File: config.mk
export PLATFORM = sky130hd
export DESIGN_NAME = wallace_dot_acc
export DESIGN_NICKNAME = d
export VERILOG_FILES = /design/src/rtl/wallace_dot_pkg.sv /design/src/rtl/wallace.sv /design/src/rtl/wallace_dot_acc.sv
export SDC_FILE = /design/constraint.sdc
export NUM_CORES = 1
export LEC_CHECK = 0
export CAP_MARGIN = 20
export CORE_ASPECT_RATIO = 1.25
export CORE_MARGIN = 2
export CORE_UTILIZATION = 45
export DETAILED_ROUTE_END_ITERATION = 8
export PLACE_DENSITY_LB_ADDON = 0.05
export SLEW_MARGIN = 15
export SYNTH_ARGS = -nofsm -noshare
export SYNTH_HDL_FRONTEND = slang
export SYNTH_HIERARCHICAL = 1
export SYNTH_SLANG_ARGS = --single-unit
File: constraint.sdc
create_clock -name clk -period 7.19 [get_ports clk]
set_input_delay 1.438 -clock clk [delete_from_list [all_inputs] [get_ports clk]]
set_output_delay 1.438 -clock clk [all_outputs]
set_load 0.05 [all_outputs]
File: src/rtl/wallace_dot_pkg.sv
// Shared constants and helpers for the wallace multiply-accumulate stage.
package wallace_dot_pkg;

  localparam int MUL_W  = 4;
  localparam int PROD_W = 8;

  localparam logic [1:0] ST_RUN   = 2'd0;
  localparam logic [1:0] ST_DRAIN = 2'd1;
  localparam logic [1:0] ST_OUT   = 2'd2;

  // Sum/carry pair produced by one layer of 3:2 compressors.
  typedef struct packed {
    logic [PROD_W-1:0] s;
    logic [PROD_W-1:0] c;
  } csa_t;

  // Bitwise 3:2 compression; the carry vector is already weighted (shifted left).
  function automatic csa_t csa3(input logic [PROD_W-1:0] a,
                                input logic [PROD_W-1:0] b,
                                input logic [PROD_W-1:0] d);
    csa_t r;
    r.s = a ^ b ^ d;
    r.c = ((a & b) | (a & d) | (b & d)) << 1;
    return r;
  endfunction

endpackage

File: src/rtl/wallace.sv
// 4x4 unsigned Wallace-tree multiplier: partial products, two CSA layers, final adder.
module wallace
  import wallace_dot_pkg::*;
(
  input  logic [MUL_W-1:0]  x,
  input  logic [MUL_W-1:0]  y,
  output logic [PROD_W-1:0] out
);

  logic [PROD_W-1:0] pp [MUL_W];
  csa_t              l1;
  csa_t              l2;

  // Partial-product rows, each row already shifted to its weight.
  // NOTE: purely combinational block; every output is assigned on every pass, so no latch is inferred.
  always_comb begin
    for (int i = 0; i < MUL_W; i++) begin
      pp[i] = PROD_W'(x & {MUL_W{y[i]}}) << i;
    end
  end

  // Four rows reduce to three, then to two; the product fits in 8 bits so wrap is exact.
  assign l1  = csa3(pp[0], pp[1], pp[2]);
  assign l2  = csa3(l1.s, l1.c, pp[3]);
  assign out = l2.s + l2.c;

endmodule

File: src/rtl/wallace_dot_acc.sv
// Streaming dot-product accumulator: operand register stage, wallace multiplier,
// wide accumulator with sticky carry-out and saturating pair counter.
module wallace_dot_acc
  import wallace_dot_pkg::*;
#(
  parameter int ACC_W = 16,
  parameter int CNT_W = 8
) (
  input  logic             clk,
  input  logic             rst_n,
  input  logic             in_valid,
  output logic             in_ready,
  input  logic [MUL_W-1:0] in_a,
  input  logic [MUL_W-1:0] in_b,
  input  logic             in_last,
  output logic             out_valid,
  input  logic             out_ready,
  output logic [ACC_W-1:0] out_sum,
  output logic [CNT_W-1:0] out_count,
  output logic             out_ovf
);

  logic [1:0]        state;
  logic [MUL_W-1:0]  a_q;
  logic [MUL_W-1:0]  b_q;
  logic              last1;
  logic              v1;
  logic [PROD_W-1:0] prod;
  logic [ACC_W-1:0]  acc;
  logic [CNT_W-1:0]  count;
  logic              ovf;
  logic [ACC_W:0]    sum_ext;
  logic              in_hs;
  logic              out_hs;

  // in_ready and out_valid decode the state register only, so neither has a
  // combinational path from the opposite handshake inputs.
  assign in_ready  = (state == ST_RUN);
  assign out_valid = (state == ST_OUT);
  assign in_hs     = in_valid & in_ready;
  assign out_hs    = out_valid & out_ready;

  assign sum_ext   = {1'b0, acc} + {{(ACC_W + 1 - PROD_W){1'b0}}, prod};

  assign out_sum   = acc;
  assign out_count = count;
  assign out_ovf   = ovf;

  wallace u_wallace (
    .x   (a_q),
    .y   (b_q),
    .out (prod)
  );

  // Vector-framing FSM: collect pairs, let the last one drain through S2, hold the result.
  // NOTE: reset is synchronous here, so it is tested inside the clocked branch rather than in the sensitivity list.
  always_ff @(posedge clk) begin
    if (!rst_n) begin
      state <= ST_RUN;
    end else begin
      case (state)
        ST_RUN:   if (in_hs && in_last) state <= ST_DRAIN;
        ST_DRAIN: if (v1 && last1)      state <= ST_OUT;
        ST_OUT:   if (out_hs)           state <= ST_RUN;
        default:                        state <= ST_RUN;
      endcase
    end
  end

  // S1: capture the accepted operand pair; v1 marks a pair waiting in the multiplier.
  // NOTE: sequential state uses non-blocking assignments so every register samples pre-edge values.
  always_ff @(posedge clk) begin
    if (!rst_n) begin
      a_q   <= '0;
      b_q   <= '0;
      last1 <= 1'b0;
      v1    <= 1'b0;
    end else begin
      v1 <= in_hs;
      if (in_hs) begin
        a_q   <= in_a;
        b_q   <= in_b;
        last1 <= in_last;
      end
    end
  end

  // S2: accumulate products, keep carry-out sticky, count pairs with saturation;
  // the result handshake clears everything for the next vector.
  always_ff @(posedge clk) begin
    if (!rst_n || out_hs) begin
      acc   <= '0;
      count <= '0;
      ovf   <= 1'b0;
    end else if (v1) begin
      acc <= sum_ext[ACC_W-1:0];
      ovf <= ovf | sum_ext[ACC_W];
      if (count != {CNT_W{1'b1}}) count <= count + CNT_W'(1);
    end
  end

endmodule

* Word level (Yosys, flattened, before mapping) *
Cells that the tools add are included.

word-level totals
  logic and storage cells = 49
  memories kept = 0
  RAM bits = 0
  input port bits = 13
  bits in latches = 0
  output and inout port bits = 27
  register bits after elaboration = 37
  bits in read-only memories = 0

operators by class
  multiply operators = 0
  $lt $le $gt $ge = 0
  div/mod/pow operators = 0
  eq/ne operators = 6
  shift operators = 0
  bitwise gates (word level) = 21
  reduce and logical (&&, ||, !) cells = 7
  add/sub/neg operators = 3
  mux-type cells = 4

operators by type and width
  cell                 number
  $and 7x7->7          6
  $or 7x7->7           4
  $xor 8x8->8          3
  $add 16x8->17        1
  $and 4x4->4          4
  $add 8x1->8 const B  1
  $add 8x8->8          1
  $ne 8x8->1 const B   1
  $xor 8x6->8          1
  $mux 2               3
  $pmux 2 s3           1
  $ne 2x1->1 const B   2
  $reduce_and 3->1     1
  $and 1x1->1          2
  $eq 2x1->1 const B   1
  $eq 2x2->1 const B   1
  $logic_and 1x1->1    2
  $logic_not 2->1      1
  $ne 2x2->1 const B   1
  $reduce_and 2->1     1
  $logic_not 1->1      1
  $logic_or 1x1->1     1
  $or 1x1->1           1

* Depth between registers and ports, before layout *
Gate-level depths: netlist of run 1.

  word-level depth = 10
  depth in mapped cells = 16
  mapped depth without buffers = 15

* Hierarchy *
The synthesis of run 1 kept the hierarchy.

by module, submodules not included
  module           area an instance (um^2)  times used  cells an instance
  wallace_dot_acc  2013.2                   1           239
  wallace          374.1                    1           44

* Worst setup path before layout of run 1 *
No wires, ideal clock.

  kind = register -> register
  from = register b_q[0]
  to = register acc[13], in the netlist out_sum[13]
  buffers on the path = 1
  period minus slack after synthesis = 3671 ps
  data required time = 7072 ps
  setup time = 118 ps
  path slack = 3519 ps
  cell stages (with the launch flop) = 17
  arrival = 3553 ps
  path through = dfxtp_1 -> nand2_1 -> fa_1 -> inv_1 -> fa_1 -> ha_1 -> inv_1 -> fa_1 -> nor2b_1 -> o21ai_0 -> nand2b_1 -> ha_1 -> clkbuf_1 -> and3_1 -> a211oi_1 -> a2111o_1 -> o21ai_1

on the way
  cells in the longest elaborated chain, start to end = 9
  elaborated cells on any way between the ends = 16
  those cells by class = add/sub (2); bitwise (14)

ends and longest elaborated chain
  what                      RTL line               RTL
  start, declared           wallace_dot_acc.sv:25  logic [MUL_W-1:0] b_q;
  start signal, assigned    wallace_dot_acc.sv:82  b_q <= in_b;
  $and 4x4->4 (*)           wallace.sv:18          pp[i] = PROD_W'(x & {MUL_W{y[i]}}) << i;
  $and 7x7->7               wallace_dot_pkg.sv:23  r.c = ((a & b) | (a & d) | (b & d)) << 1;
  $or 7x7->7 (2 in series)  wallace_dot_pkg.sv:23
  $and 7x7->7               wallace_dot_pkg.sv:23
  $or 7x7->7 (2 in series)  wallace_dot_pkg.sv:23
  $add 8x8->8 (*)           wallace.sv:25          assign out = l2.s + l2.c;
  named net prod[7]         wallace_dot_acc.sv:28  logic [PROD_W-1:0] prod;
  $add 16x8->17 (*)         wallace_dot_acc.sv:43  assign sum_ext = {1'b0, acc} + {{(ACC_W + 1 - PROD_W){1'b0}}, prod};
  end signal, assigned      wallace_dot_acc.sv:96  acc <= sum_ext[ACC_W-1:0];
  end, declared             wallace_dot_acc.sv:29  logic [ACC_W-1:0] acc;

The timed path passes the listed nets; every way through them passes the cells marked *.
A chain may end at the register's enable or synchronous reset.

* Worst setup path in the final report of run 1 *
  from = register b_q[0]
  to = register acc[12], in the netlist out_sum[12]

Same word-level chain as after synthesis.

==> results of run 1 <==
==> layer usage <==
layer	global-route usage	part of all wire	up-vias	wire length, um
li1	-	-	1090	-
met1	0.221	0.45	1003	2320
met2	0.326	0.51	37	2640
met3	0.0368	0.034	7	178
met4	0.0677	0.014	0	72
met5	0	0	-	0
==> logic make-up (layout without fill, tap and decap cells) <==
group,count (synthesis),in the layout,synth area share
buf+inv,22,60,0.0383
fa+ha+maj,23,23,0.143
mux,7,7,0.0294
flops,37,37,0.310
xor+xnor,11,11,0.0404
simple gates,122,122,0.266
compound gates,61,61,0.173
==> cells in the final DEF, fill, tap and decap left out, drive strengths merged, types with 5 or more instances in the layout <==
| cell | netlist | final |
|---|---|---|
| a21o | 5 | 5 |
| a21oi | 21 | 21 |
| and2 | 11 | 11 |
| and3 | 7 | 7 |
| clkbuf | 7 | 5 |
| clkdlybuf4s50 | 0 | 39 |
| dfxtp | 37 | 37 |
| fa | 7 | 7 |
| ha | 16 | 16 |
| inv | 12 | 12 |
| mux2i | 7 | 7 |
| nand2 | 41 | 41 |
| nand3 | 10 | 10 |
| nand3b | 6 | 6 |
| nand4 | 5 | 5 |
| nor2 | 19 | 19 |
| o21ai | 12 | 12 |
| or3 | 6 | 6 |
| xor2 | 8 | 8 |
==> sequential cells by signal, summed over array words and instances, names as in the netlist <==
name       cells
a_q            4
b_q            4
last1          1
out_count      8
out_ovf        1
out_sum       16
state          2
v1             1
==> worst min-delay path by stage <==
stage | endpoint | cells after the start
after floorplan | last1$_SDFFE_PN0N_ | 2
after global routing | last1$_SDFFE_PN0N_ | 2
final | last1$_SDFFE_PN0N_ | 2
after CTS | last1$_SDFFE_PN0N_ | 2
after detailed placement | last1$_SDFFE_PN0N_ | 2
after global placement | last1$_SDFFE_PN0N_ | 2
==> report_power, final <==
| part | leakage [nW] | switching (mW) | internal [mW] | total [mW] |
|---|---|---|---|---|
| clock | 0.0543 | 0.0823 | 0.104 | 0.186 |
| sequential | 0.301 | 0.00967 | 0.211 | 0.221 |
| combinational | 0.867 | 0.0318 | 0.0236 | 0.0555 |
==> worst max-delay path, stage by stage (launching register included) <==
cell      delay [ns]
dfxtp_1         0.39
nand2_1         0.10
fa_1            0.53
inv_1           0.05
fa_1            0.53
ha_1            0.17
inv_1           0.06
fa_1            0.47
inv_1           0.05
ha_1            0.32
a21o_1          0.26
a221oi_2        0.61
o31ai_1         0.21
mux2i_1         0.14
==> layout make-up <==
type / instances / share of cell area
multi-input cells: 224 / 0.531
flip-flops and latches: 37 / 0.253
repair buffers: 39 / 0.133
well taps: 62 / 0.0265
clock buffers: 5 / 0.0235
inverters: 13 / 0.0167
clock inverters: 3 / 0.0158
==> per-stage QoR <==
step / std cells / power [mW]
2_1_floorplan: 283 / 0.262
3_3_place_gp: 375 / 0.281
3_5_place_dp: 375 / 0.282
4_1_cts: 383 / 0.470
5_1_grt: 383 / 0.485
6_report: 383 / 0.463
==> results.ini, run 1 <==
[grt]
grt_pass1_wl_mm = 8.86
first_global_vias = 2033
grt_use_total = 0.184
overflow = 0
grt_max_degree = 26
antenna_found_initial = 0

[synthesis]
synth_ff_type = dfxtp_1
yosysUniqueCellTypes = 49
synthCells = 283
netlist_top_cells_count = nand2_1, dfxtp_1, a21oi_1
synthTopCellsByArea = dfxtp_1, ha_1, nand2_1, fa_1, a21oi_1
ys_warn_count = 6
synth_seq_cells = 37
synth_top_area_frac = 0.310
async_flop_share = 0
yosysTopAreaCell = dfxtp_1
avgSynthCellArea_um2 = 8.44
ys_seq_area_frac = 0.310
synth_most_common_cell = nand2_1
synth_area_um2 = 2390
synth_edf_count = 0
syn_nets = 319

[worst_setup_path]
critPathMaxFanout = 8
endpoint = out_sum[12]$_SDFFE_PP0P_
rr_worst_depth = 13
r2r-start = b_q[0]$_SDFFE_PN0N_
rrSetupSlack_ns = 3.18
reg2reg_to = out_sum[12]$_SDFFE_PP0P_
critPathLaunchType = flip-flop
endpoint_kind = flip-flop
startpoint = b_q[0]$_SDFFE_PN0N_
required_ns = 7.37
cp.arrival_ns = 4.18
setup.worst_path.class = flip-flop to flip-flop

[cells_and_area]
layout.nets = 356
fin_area_um2 = 2930
multi_input_area_um2 = 1560
layout-drive-gt1-share = 0.0436
register_area_um2 = 741
final_util = 0.576
nFillCells = 493
area_delta_synth_final_pct = 22.6
antenna_cells = 0

[routing]
wl_mm = 5.21
ant_nets = 0
dr.pass1.iters = 4
via_per_inst = 5.58
drc = 0
num_vias = 2137
drt-initial-drc-count = 58
wire_per_inst_um = 13.6

[floorplanning]
die_w_um = 69.1
start_util = 0.470
boundaryPins = 40
die_height_um = 85.4
core_area_um2 = 5080
rows = 29
die-area_um2 = 5910

[cts]
cts_buffers = 5
clock_sinks = 37
holdBufCountCts = 0
clock_path_buffers = 2
worstSkewPairLatency_ns = 0.30
cts_tree = built
post_cts_resized = 0
clk_pin_slew_worst_paths_ns = 0.08
cts_max_level = 2
cts-root-buf = clkbuf_8
cts_setup_buffers = 0

[placement]
gp_congestion = 0.879
dpl-instance-area_um2 = 2810
dpl.hpwl_mm = 3.89
io_buffer_count = 39
dp_slack_ns = 3.20

[pwr]
p_per_area_nw_per_um2 = 158
p_leak_nw = 1.22
vdd_drop_max_mv = 0.115

[sta]
slew_violations = 0
fmax_mhz = 250
finalSetupTns_ns = 0
fin_skew_ns = 0.00757
fin_crit_sh = 0.557
worst_pin_slew_ns = 1.05
rsz0062_at_grt = false
hold_viol_final = 0
holdWs_ns = 0.468
fin_crit_ns = 4.01
maxSlewHeadroom = 0.300
finalSetupViolations = 0
finalWorstSetupSlack_ns = 3.18

[job]
maxCapViolations = 0

[min_path]
worstHoldStart = last1$_SDFFE_PN0N_
hold_class = flip-flop to flip-flop

[status]
status = finished clean

No activity file was read; power rests on OpenSTA's default activity.
==> run 2: changes to the inputs <==
- clock period: 7.19 -> 3.6 ns (I/O delays scaled with it)
==> run 2 against run 1 <==
  * The run now ends with setup timing left
  * Non-clock buffer count up 22
  * Clock power grew 130%
  * First-iteration DRC count unchanged
  * Sequential share of layout area is 2.4 points lower
  * Routed wire length up 8.9%
  * Via count grew 5.3%
  * Final area up 11%
  * Clock skew decreased by 0.0022 ns
  * Sequential cell count unchanged
  * Worst setup slack got worse by 3.2 ns
  * Critical endpoint is now out_ovf$_SDFFE_PP0P_
  * Largest cell class unchanged
==> results.ini, run 2 (synthesis results as in run 1) <==
[status]
status = complete, but fails checks
violations = setup timing

[worst_setup_path]
critPathMaxFanout = 8
critPathLaunchType = flip-flop
cp.arrival_ns = 3.87
endpoint_kind = flip-flop
path_buf_inv = 3
r2r-start = b_q[0]$_SDFFE_PN0N_
rrSetupSlack_ns = -0.03
rr_worst_depth = 14
worst_path_largest_cell_delay_ns = 0.53
slowest_stage = fa_1
setup.worst_path.class = flip-flop to flip-flop
cpLargestDelayFamily = adder cells
crit_path_frequent_cell = fa_1
reg2reg_to = out_ovf$_SDFFE_PP0P_
required_ns = 3.83
crit_path_cell_trace = nand2_2 > fa_1 > inv_1 > fa_1 > ha_2 > inv_2 > fa_2 > xnor2_2 > ha_1 > and3_4 > a221oi_4 > buf_12 > or4_4 > a21oi_2

[cts]
cts_buffers = 5
cts_tree = built
clock_sinks = 37
clock_path_buffers = 2
cts_max_level = 2
worstSkewPairLatency_ns = 0.30
clk_pin_slew_worst_paths_ns = 0.08
cts-root-buf = clkbuf_8

[floorplanning]
die_height_um = 85.4
core_area_um2 = 5080
boundaryPins = 40
die-area_um2 = 5910
rows = 29
die_w_um = 69.1
start_util = 0.470

[grt]
antenna_found_initial = 0
grt_max_degree = 20
grt_pass1_wl_mm = 9.83
first_global_vias = 2230
overflow = 0
grt_use_total = 0.200

[cells_and_area]
layout.nets = 378
mostFrequentLayoutCells = nand2_1, clkdlybuf4s50_1, dfxtp_1
antenna_cells = 0
final_common_cell = nand2_1
area_delta_synth_final_pct = 36.5
layout-drive-gt1-share = 0.181
largest_reg_flops = 16

[routing]
via_per_inst = 5.56
num_vias = 2251
drt-initial-drc-count = 58
wire_per_inst_um = 14.0
dr.pass1.iters = 4
ant_nets = 0
drc = 0
wl_mm = 5.68

[sta]
worst_pin_slew_ns = 0.520
maxSlewHeadroom = 0.651
fin_crit_sh = 1.01
fin_skew_ns = 0.00532
rsz0062_at_grt = true
holdWs_ns = 0.465
fin_crit_ns = 3.63
finalSetupViolations = 1
hold_viol_final = 0
slew_violations = 0
finalWorstSetupSlack_ns = -0.0325
fmax_mhz = 275

[min_path]
min_delay_worst_endpoint = last1$_SDFFE_PN0N_
hold_class = flip-flop to flip-flop
worstHoldStart = last1$_SDFFE_PN0N_
min_path_cells = 2

[placement]
io_buffer_count = 39
dp_slack_ns = -0.143
gp_congestion = 0.845
dpl.hpwl_mm = 4.14

[pwr]
p_int_uw = 755
comb_power_share = 0.133
p_sw_uw = 247
p_per_area_nw_per_um2 = 308
clock_power_share = 0.433
seq_power_share = 0.434
vdd_drop_max_mv = 0.193
p_leak_nw = 1.36
p_sw_frac = 0.247
power_mw = 1.00

[job]
maxCapViolations = 0

run 2: worst max-delay path by stage:
| stage | start | slack, ns | endpoint | cells past startpoint |
|---|---|---|---|---|
| after global routing | b_q[0]$_SDFFE_PN0N_ | -0.12 | out_ovf$_SDFFE_PP0P_ | 14 |
| after CTS | b_q[0]$_SDFFE_PN0N_ | 0.02 | out_sum[10]$_SDFFE_PP0P_ | 13 |
| final | b_q[0]$_SDFFE_PN0N_ | -0.03 | out_ovf$_SDFFE_PP0P_ | 14 |
| after floorplan | b_q[0]$_SDFFE_PN0N_ | -0.03 | out_ovf$_SDFFE_PP0P_ | 13 |
| after detailed placement | b_q[0]$_SDFFE_PN0N_ | -0.14 | out_sum[12]$_SDFFE_PP0P_ | 13 |
| after global placement | b_q[0]$_SDFFE_PN0N_ | -0.09 | out_sum[12]$_SDFFE_PP0P_ | 13 |
run 2: what timing repair did:
item | CTS | global route
endpoints found under the setup margin | 11 | 11
buffers inserted | 1 | 3
pin swaps | 9 | 8
resized for setup | 9 | 20
hold buffers | 0 | 0
run 2: worst register-to-register path: stages, from the launching register on:
cell	delay (ns)
dfxtp_2	0.34
nand2_2	0.06
fa_1	0.53
inv_1	0.05
fa_1	0.49
ha_2	0.19
inv_2	0.04
fa_2	0.36
xnor2_2	0.16
ha_1	0.33
and3_4	0.20
a221oi_4	0.07
buf_12	0.15
or4_4	0.48
a21oi_2	0.13
run 2: power by group through the flow:
stage / Combinational [mW] / Clock [mW] / Sequential (mW)
global route: 0.145 / 0.458 / 0.437
CTS: 0.133 / 0.442 / 0.435
detailed placement: 0.130 / 0 / 0.444
finish: 0.133 / 0.435 / 0.435
floorplan: 0.0622 / 0 / 0.461
global placement: 0.129 / 0 / 0.443
run 2: area by class of cell:
class / count / area (um^2)
timing repair buffer: 61 / 568
multi-input combinational: 224 / 1680
clock buffer: 5 / 68.8
clock inverter: 3 / 65.1
sequential: 37 / 746
tap: 62 / 77.6
inverter: 13 / 48.8
fill: 466 / 1820
run 2: metal layers:
layer / up-vias / share of wire / track usage
li1: 1127 / - / -
met1: 1076 / 0.45 / 0.242
met2: 40 / 0.50 / 0.361
met3: 8 / 0.035 / 0.0321
met4: 0 / 0.015 / 0.0642
met5: - / 0 / 0
run 2: per-stage QoR:
step | cells | setup TNS, ns | area (um^2) | utilization
6_report | 405 | -0.0325 | 3260 | 0.641
5_1_grt | 405 | -0.607 | 3260 | 0.641
4_1_cts | 403 | 0 | 3160 | 0.622
3_5_place_dp | 394 | -0.923 | 2970 | 0.585
3_3_place_gp | 394 | -0.483 | 2970 | 0.585
2_1_floorplan | 283 | -0.0319 | 2400 | -
